<file path="src/rtl/conc_bus_responder.sv">
// conc_bus_responder
//   Memory responder on the DUT side of the b14 processor bus. DUT reads are
//   answered from an internal word memory after a fixed latency. DUT writes
//   update that memory and are also logged into a trace FIFO that the bench
//   drains.
//
// Ports
//   clock, reset          rising-edge clock, asynchronous active-high reset
//   addr, datao, rd, wr   DUT bus request (sampled every rising edge)
//   datai                 read data returned to the DUT (held between reads)
//   ld_valid/addr/data    preload write port; has priority over DUT writes
//   tr_valid/ready        trace FIFO handshake (pop on valid && ready)
//   tr_addr/data          trace FIFO head, zero while the FIFO is empty
//   tr_overflow           sticky: a trace push was dropped because the FIFO was full
//   err                   sticky: rd+wr together, or preload colliding with a DUT write
//   rd_count/wr_count     accepted reads/writes, saturating at 16'hFFFF
//
// READ_LAT must lie in 1..4.
module conc_bus_responder #(
    parameter int          AW       = 5,
    parameter int          READ_LAT = 1,
    parameter logic [30:0] OOR_DATA = 31'h0,
    parameter int          TR_AW    = 3
) (
    input  logic          clock,
    input  logic          reset,
    input  logic [19:0]   addr,
    input  logic [30:0]   datao,
    input  logic          rd,
    input  logic          wr,
    output logic [30:0]   datai,
    input  logic          ld_valid,
    input  logic [AW-1:0] ld_addr,
    input  logic [30:0]   ld_data,
    output logic          tr_valid,
    input  logic          tr_ready,
    output logic [19:0]   tr_addr,
    output logic [30:0]   tr_data,
    output logic          tr_overflow,
    output logic          err,
    output logic [15:0]   rd_count,
    output logic [15:0]   wr_count
);

    localparam int DEPTH    = 2 ** AW;
    localparam int TR_DEPTH = 2 ** TR_AW;

    typedef struct packed {
        logic [19:0] addr;
        logic [30:0] data;
    } tr_entry_t;

    // ------------------------------------------------------------------
    // Address decode and memory
    // ------------------------------------------------------------------
    logic          in_range;
    logic [AW-1:0] idx;
    logic [30:0]   rd_data;
    logic          dut_mem_wr;

    logic [30:0] mem_q [DEPTH];

    assign in_range = (addr[19:AW] == '0);
    assign idx      = addr[AW-1:0];

    // The read is taken from the memory as it stands before this edge, so
    // any write or preload in the same cycle leaves the read unaffected.
    assign rd_data  = in_range ? mem_q[idx] : OOR_DATA;

    // The preload port wins a memory-write collision. The DUT write is
    // still counted and traced.
    assign dut_mem_wr = wr && in_range && !ld_valid;

    // The memory contents are deliberately kept across reset.
    always_ff @(posedge clock) begin
        if (ld_valid) begin
            mem_q[ld_addr] <= ld_data;
        end else if (dut_mem_wr) begin
            mem_q[idx] <= datao;
        end
    end

    // ------------------------------------------------------------------
    // Read pipeline
    // A read sampled at edge T lands in datai at edge T+READ_LAT-1. That
    // leaves READ_LAT-1 in-flight stages ahead of the datai register.
    // ------------------------------------------------------------------
    logic [30:0] datai_q;

    generate
        if (READ_LAT == 1) begin : g_lat1
            always_ff @(posedge clock or posedge reset) begin
                if (reset) begin
                    datai_q <= '0;
                end else if (rd) begin
                    datai_q <= rd_data;
                end
            end
        end else begin : g_latn
            localparam int STAGES = READ_LAT - 1;
            logic [STAGES-1:0]       vld_pipe_q;
            logic [STAGES-1:0][30:0] dat_pipe_q;

            always_ff @(posedge clock or posedge reset) begin
                if (reset) begin
                    vld_pipe_q <= '0;
                    dat_pipe_q <= '0;
                    datai_q    <= '0;
                end else begin
                    vld_pipe_q[0] <= rd;
                    dat_pipe_q[0] <= rd_data;
                    for (int k = 1; k < STAGES; k++) begin
                        vld_pipe_q[k] <= vld_pipe_q[k-1];
                        dat_pipe_q[k] <= dat_pipe_q[k-1];
                    end
                    if (vld_pipe_q[STAGES-1]) begin
                        datai_q <= dat_pipe_q[STAGES-1];
                    end
                end
            end
        end
    endgenerate

    assign datai = datai_q;

    // ------------------------------------------------------------------
    // Trace FIFO
    // Each pointer carries one extra wrap bit. Equal pointers mean empty.
    // Pointers that differ only in the wrap bit mean full.
    // ------------------------------------------------------------------
    logic [TR_AW:0] wptr_q, wptr_d;
    logic [TR_AW:0] rptr_q, rptr_d;
    logic           fifo_empty, fifo_full;
    logic           pop, push_ok, push_drop;
    tr_entry_t      head;

    tr_entry_t fifo_q [TR_DEPTH];

    assign fifo_empty = (wptr_q == rptr_q);
    assign fifo_full  = (wptr_q[TR_AW] != rptr_q[TR_AW]) &&
                        (wptr_q[TR_AW-1:0] == rptr_q[TR_AW-1:0]);
    assign pop        = !fifo_empty && tr_ready;

    // When the FIFO is full and is popped in the same cycle, the push still
    // lands. The slot being freed is the one the new entry overwrites.
    assign push_ok    = wr && (!fifo_full || pop);
    assign push_drop  = wr && fifo_full && !pop;

    always_ff @(posedge clock) begin
        if (push_ok) begin
            fifo_q[wptr_q[TR_AW-1:0]] <= '{addr: addr, data: datao};
        end
    end

    assign head     = fifo_q[rptr_q[TR_AW-1:0]];
    assign tr_valid = !fifo_empty;

    // The head is masked while the FIFO is empty, so uninitialised storage
    // never shows on the outputs.
    assign tr_addr  = fifo_empty ? '0 : head.addr;
    assign tr_data  = fifo_empty ? '0 : head.data;

    // ------------------------------------------------------------------
    // Pointers, counters and sticky flags
    // ------------------------------------------------------------------
    logic [15:0] rd_count_q, rd_count_d;
    logic [15:0] wr_count_q, wr_count_d;
    logic        err_q, err_d;
    logic        ovf_q, ovf_d;

    always_comb begin
        wptr_d     = wptr_q;
        rptr_d     = rptr_q;
        rd_count_d = rd_count_q;
        wr_count_d = wr_count_q;
        err_d      = err_q;
        ovf_d      = ovf_q;

        if (push_ok) begin
            wptr_d = wptr_q + 1'b1;
        end
        if (pop) begin
            rptr_d = rptr_q + 1'b1;
        end
        if (push_drop) begin
            ovf_d = 1'b1;
        end

        if (rd && (rd_count_q != 16'hFFFF)) begin
            rd_count_d = rd_count_q + 16'd1;
        end
        if (wr && (wr_count_q != 16'hFFFF)) begin
            wr_count_d = wr_count_q + 16'd1;
        end

        // Two error cases: a read and a write on the bus together, or a
        // preload colliding with an in-range DUT write.
        if ((rd && wr) || (ld_valid && wr && in_range)) begin
            err_d = 1'b1;
        end
    end

    always_ff @(posedge clock or posedge reset) begin
        if (reset) begin
            wptr_q     <= '0;
            rptr_q     <= '0;
            rd_count_q <= '0;
            wr_count_q <= '0;
            err_q      <= 1'b0;
            ovf_q      <= 1'b0;
        end else begin
            wptr_q     <= wptr_d;
            rptr_q     <= rptr_d;
            rd_count_q <= rd_count_d;
            wr_count_q <= wr_count_d;
            err_q      <= err_d;
            ovf_q      <= ovf_d;
        end
    end

    assign rd_count    = rd_count_q;
    assign wr_count    = wr_count_q;
    assign err         = err_q;
    assign tr_overflow = ovf_q;

endmodule

</file>
<file path="config.mk">
export PLATFORM = sky130hd
export DESIGN_NAME = conc_bus_responder
export DESIGN_NICKNAME = d
export VERILOG_FILES = /design/src/rtl/conc_bus_responder.sv
export SDC_FILE = /design/constraint.sdc
export NUM_CORES = 1
export LEC_CHECK = 0
export BUFFER_PORTS_ARGS = -buffer_cell sky130_fd_sc_hd__buf_4
export CAP_MARGIN = 20
export CORE_UTILIZATION = 40
export CTS_BUF_LIST = sky130_fd_sc_hd__clkbuf_2
export DETAILED_ROUTE_END_ITERATION = 6
export GPL_TIMING_DRIVEN = 0
export SETUP_SLACK_MARGIN = 0.05
export SYNTH_ARGS = -nofsm -noshare
export SYNTH_HDL_FRONTEND = slang
export SYNTH_SLANG_ARGS = --single-unit
</file>
<file path="constraint.sdc">
create_clock -name clock -period 8.19 [get_ports clock]
set_input_delay 0.819 -clock clock [delete_from_list [all_inputs] [get_ports clock]]
set_output_delay 0.819 -clock clock [all_outputs]
set_load 0.02 [all_outputs]
</file>
## Word level (Yosys, flattened, before mapping)

Memory sizes are Yosys's and may differ from the RTL's.
Index checks and enable logic that the tools add are counted.

- $add $sub $neg: 4
- $mul: 0
- Div/mod/pow operators: 0
- Order comparisons: 0
- Equal/unequal tests: 5
- Shift-type cells: 0
- Muxes and demuxes: 13
- Bitwise gates (word level): 0
- Reductions and logical operators: 20

Operator list:

| operator | count |
|---|---|
| 31-bit 2-to-1 mux | 3 |
| 16-bit by 1-bit adder with 16-bit output, second input constant | 2 |
| 16-bit != test, second input constant | 2 |
| 31-bit OR reduction | 1 |
| 20-bit 2-to-1 mux | 1 |
| 15-bit logical NOT | 1 |
| 1-bit logical AND | 12 |
| 4-bit by 1-bit adder with 4-bit output, second input constant | 2 |
| 1-bit 2-to-1 mux | 8 |
| 5-bit 2-to-1 mux | 1 |
| 4-bit equality test | 1 |
| 1-bit logical NOT | 4 |
| 3-bit equality test | 1 |
| 1-bit logical OR | 2 |
| 1-bit != test | 1 |

- Flip-flop bits (word level): 73
- Bits in latches: 0
- RAM bits: 1,400
- Memory bits (read-only): 0
- Input bits: 93
- Output and inout port bits: 117
- Memories: 2

Memories:

| name | depth | width | rd ports | clocked after Yosys merged registers in | wr ports | line | RTL |
|---|---|---|---|---|---|---|---|
| mem_q | 32 | 31 | 1 | 0 | 1 | 61 | `logic [30:0] mem_q [DEPTH];` |
| fifo_q | 8 | 51 | 1 | 0 | 1 | 137 | `tr_entry_t fifo_q [TR_DEPTH];` |

## Depth between registers and ports, before layout

- Depth after elaboration: 8
- Mapped depth: 8
- Gate-level depth less buffers: 5

## Worst setup path before layout

OpenSTA, ideal clock, no wires.

- Path kind: input port to flip-flop
- Start point: input wr
- End point: memory fifo_q[3][0] (netlist bit) (enable)
- Arrival time: 6.591 ns
- Data required time: 7.586 ns
- Slack: 0.995 ns
- Cell stages on the path: 3
- Path buffers: 1
- Cells stage by stage: clkbuf_1 > o21ai_2 > nor4b_1

- Cells in the longest elaborated chain, start to end: 3

RTL lines:

| element | line | RTL |
|---|---|---|
| start: declaration | 30 | `input logic wr,` |
| 1-bit logical AND | 146 | `assign push_ok = wr && (!fifo_full \|\| pop);` |
| 1-bit 2-to-1 mux | 150 | `if (push_ok) begin` |
| 1-bit 2-to-1 mux (not written as such) | 151 | `fifo_q[wptr_q[TR_AW-1:0]] <= '{addr: addr, data: datao};` |
| end: declaration | 137 |  |

Every way passes these cells.

## Worst setup path after layout

- Start point: register rptr_q[1]
- End point: output tr_data[22]

- Cells in the longest elaborated chain, start to end: 2
- Elaborated cells on any way between the ends: 3

RTL lines:

| element | line | RTL |
|---|---|---|
| start: declaration | 132 | `logic [TR_AW:0] rptr_q, rptr_d;` |
| start signal: assignment | 213 | `rptr_q <= rptr_d;` |
| memory 8 x 51 bit or 4-bit equality test (tied branches) | -- |  |
| 31-bit 2-to-1 mux (*) | 161 | `assign tr_data = fifo_empty ? '0 : head.data;` |
| end: declaration | 38 | `output logic [30:0] tr_data,` |

Every way passes the cells marked *; elsewhere a longest branch is shown, timed or not.

==> metrics.cfg <==
[clock_network]
worstSkewPairLatency_ps=1690
tritoncts=yes
path_clk_slew_ps=100
cts_buffers=369
cts-resized-gates=0
post-cts-setup-buffers=0
cts.sinks=1473
htreeDepth=5
cts_buffer_depth=4
cts_root_buf=clkbuf_2

[timing]
rsz0062_at_grt=false
maxSlewHeadroom_pct=25.39
setup_violations=0
slew_violations=0
hold_viol_final=0
setup_tns_ps=0
period_minus_slack_ps=5423
skew_ps=140.5
fin_crit_sh_pct=66.21
fmax_ghz=0.1844
tightest_slew_ps=1119

[synth]
syn_nets=2963
yosysSeqAreaShare_pct=75.91
synth_top_flop_cell=edfxtp_1
synthCells=2866
ys.warnings.count=0
yosysTopAreaCell=edfxtp_1
synth_seq_cells=1473
synth_top_area_share_pct=72.75
ys_top_cells_by_area=edfxtp_1, mux4_2, mux2i_1
yosysUniqueCellTypes=75
syn_avg_cell_area_sq_um=20.16
ys_async_sr_fraction_pct=4.956
synth_edf_count=1400
synth_area_sq_mm=0.05779

[critical_path]
worstPathArrival_ps=4600
reg2reg_slack_ps=4760
endpoint_kind=output port
r2r-start=rptr_q[1]
worstSetupPathType=flop to output port
crit_end=tr_data[22]
ff2ff_path_depth=9
worst_setup_path_start_kind=flop
r2r_end=fifo_q[3][8]
cp-startpoint=rptr_q[1]
worstPathRequired_ps=7370
crit_fanout=10

[grt]
antenna_found_initial=7
first_global_vias=32790
grt_pass1_wl_microns=225700
grt_max_degree=54
grt.total_usage_pct=21.44
gr-total-overflow=0

[power_and_ir_drop]
peakVddDrop_v=0.0001979
powerDensity_mw_per_mm2=252.6
leakagePower_nw=23.51

[route]
ant_nets=0
drt-initial-drc-count=2946
wl_microns=156500
drc=0
dr.pass1.iters=5
post_drt_wl_per_cell_microns=26.71
route.detailed.vias_per_inst=5.477
vias=32090

[final_layout]
layout_common_cells=edfxtp_1, clkbuf_2, buf_4, mux2i_1, mux4_2
fillers=12190
area_growth_pct=18.10
layout_commonest_cell=edfxtp_1
fin_nets=3788
final_layout_size_suffix_gt1_share_pct=33.45
finish.utilization_pct=47.56

[die]
dieArea_sq_mm=0.1460
die_h_microns=382.1
io-pin-count=210
rows=139
core_sq_mm=0.1435
start_util_pct=40.27
die_w_microns=382.1

[min_path]
hp-class=input port to flop

[place]
port_buffers=208
dpl.hpwl_microns=103800
place.gp.congestion=0.8597

[run]
cap_violations=0

[status]
status=finished, final reports clean

## state kept, by name (all words and copies together), names as in the netlist
| signal | flops |
|---|---|
| rptr_q | 4 |
| mem_q | 992 |
| tr_overflow | 1 |
| err | 1 |
| datai | 31 |
| wr_count | 16 |
| wptr_q | 4 |
| rd_count | 16 |
| fifo_q | 408 |
## area by class of cell
| cell class | instances | area, sq um | share of cell area (%) |
|---|---|---|---|
| multi-input cells | 1201 | 13220 | 19.37 |
| plain buffers | 168 | 1045 | 1.531 |
| inverters | 24 | 95.09 | 0.1393 |
| well taps | 1903 | 2381 | 3.489 |
| repair buffers | 454 | 4447 | 6.516 |
| diodes | 7 | 17.52 | 0.02567 |
| clock inverters | 82 | 436.7 | 0.6399 |
| clock buffers | 547 | 2738 | 4.012 |
| flip-flops and latches | 1473 | 43870 | 64.28 |
## where the power goes
part	switching (mW)	internal (mW)	leakage, nW
Sequential	0.132	8.68	13.6
Clock	2.86	1.89	2.48
Combinational	2.15	1.53	7.44
## repair_timing
action                     in CTS  in global routing
setup endpoints to repair       0                  0
hold buffers                  148                  0
hold endpoints to repair     1802                  0
## logic make-up (layout without fill, tap and decap cells)
logic type	count (synthesis)	in the layout	share of synthesized area (%)
other	0	7	0
flip-flops	1473	1473	75.91
XOR/XNOR	36	36	0.5457
AND/OR/NAND/NOR	311	311	3.016
adder cells (fa/ha/maj)	4	4	0.08661
multiplexers	561	561	14.80
AO/OA/AOI/OAI	289	289	3.674
buffers and inverters	192	1275	1.964
## per-layer routing
| layer | GRT usage [%] | share of wire [%] | vias up | wire length, microns |
|---|---|---|---|---|
| li1 | - | - | 13770 | - |
| met1 | 28.38 | 41 | 16750 | 64290 |
| met2 | 35.15 | 49 | 1313 | 77340 |
| met3 | 4.167 | 6.6 | 255 | 10320 |
| met4 | 7.881 | 2.9 | 0 | 4537 |
| met5 | 0 | 0 | - | 0 |
## cells in the mapped netlist (all sizes together) (5+ instances only)
library cell,count
edfxtp,1400
mux2i,266
mux4,226
buf,117
a22oi,116
dfrtp,73
nor2,72
mux2,69
clkbuf,51
nand2,40
nand4,36
xnor2,34
nand3,33
o21ai,30
and3,26
inv,24
o211ai,23
nor2b,21
o22ai,20
nand2b,18
o31ai,17
a221oi,16
a211oi,14
o32ai,13
a21oi,9
nor3,7
nor4,7
nor4b,7
and4,6
nor3b,6
or2,6
and2,5
nand3b,5
## metrics by stage
step                worst slack, ps  power [mW]  area [sq um]  hold slack (ps)  std cells
global placement              -5867       12.59         61730            442.6       4977
finish                         2767       17.24         68240            199.1       5859
global route                   2498       17.98         68240            49.58       5859
CTS                            2622       17.42         68200            1.682       5850
floorplan                     994.9       11.15         57790            461.9       2866
detailed placement             3567       12.65         63550            454.2       5073
## critical path, stage by stage (launching register included)
cell and delay, ps:
dfrtp_1 360, clkbuf_1 420, xnor2_1 200, and4_1 210, clkbuf_1 520, clkbuf_1 740
nor2_1 330, buf_4 260
## worst min path at each step
stage	start	to	depth (start not counted)	slack (ps)
after floorplan	rptr_q[3]	rptr_q[3]	1	460
after global placement	err	err	1	440
after detailed placement	err	err	1	450
after CTS	addr[3]	fifo_q[2][34]	2	2
after global routing	addr[3]	fifo_q[2][34]	2	50
final	addr[3]	fifo_q[2][34]	2	200
Power figures use the tool's default switching activity.
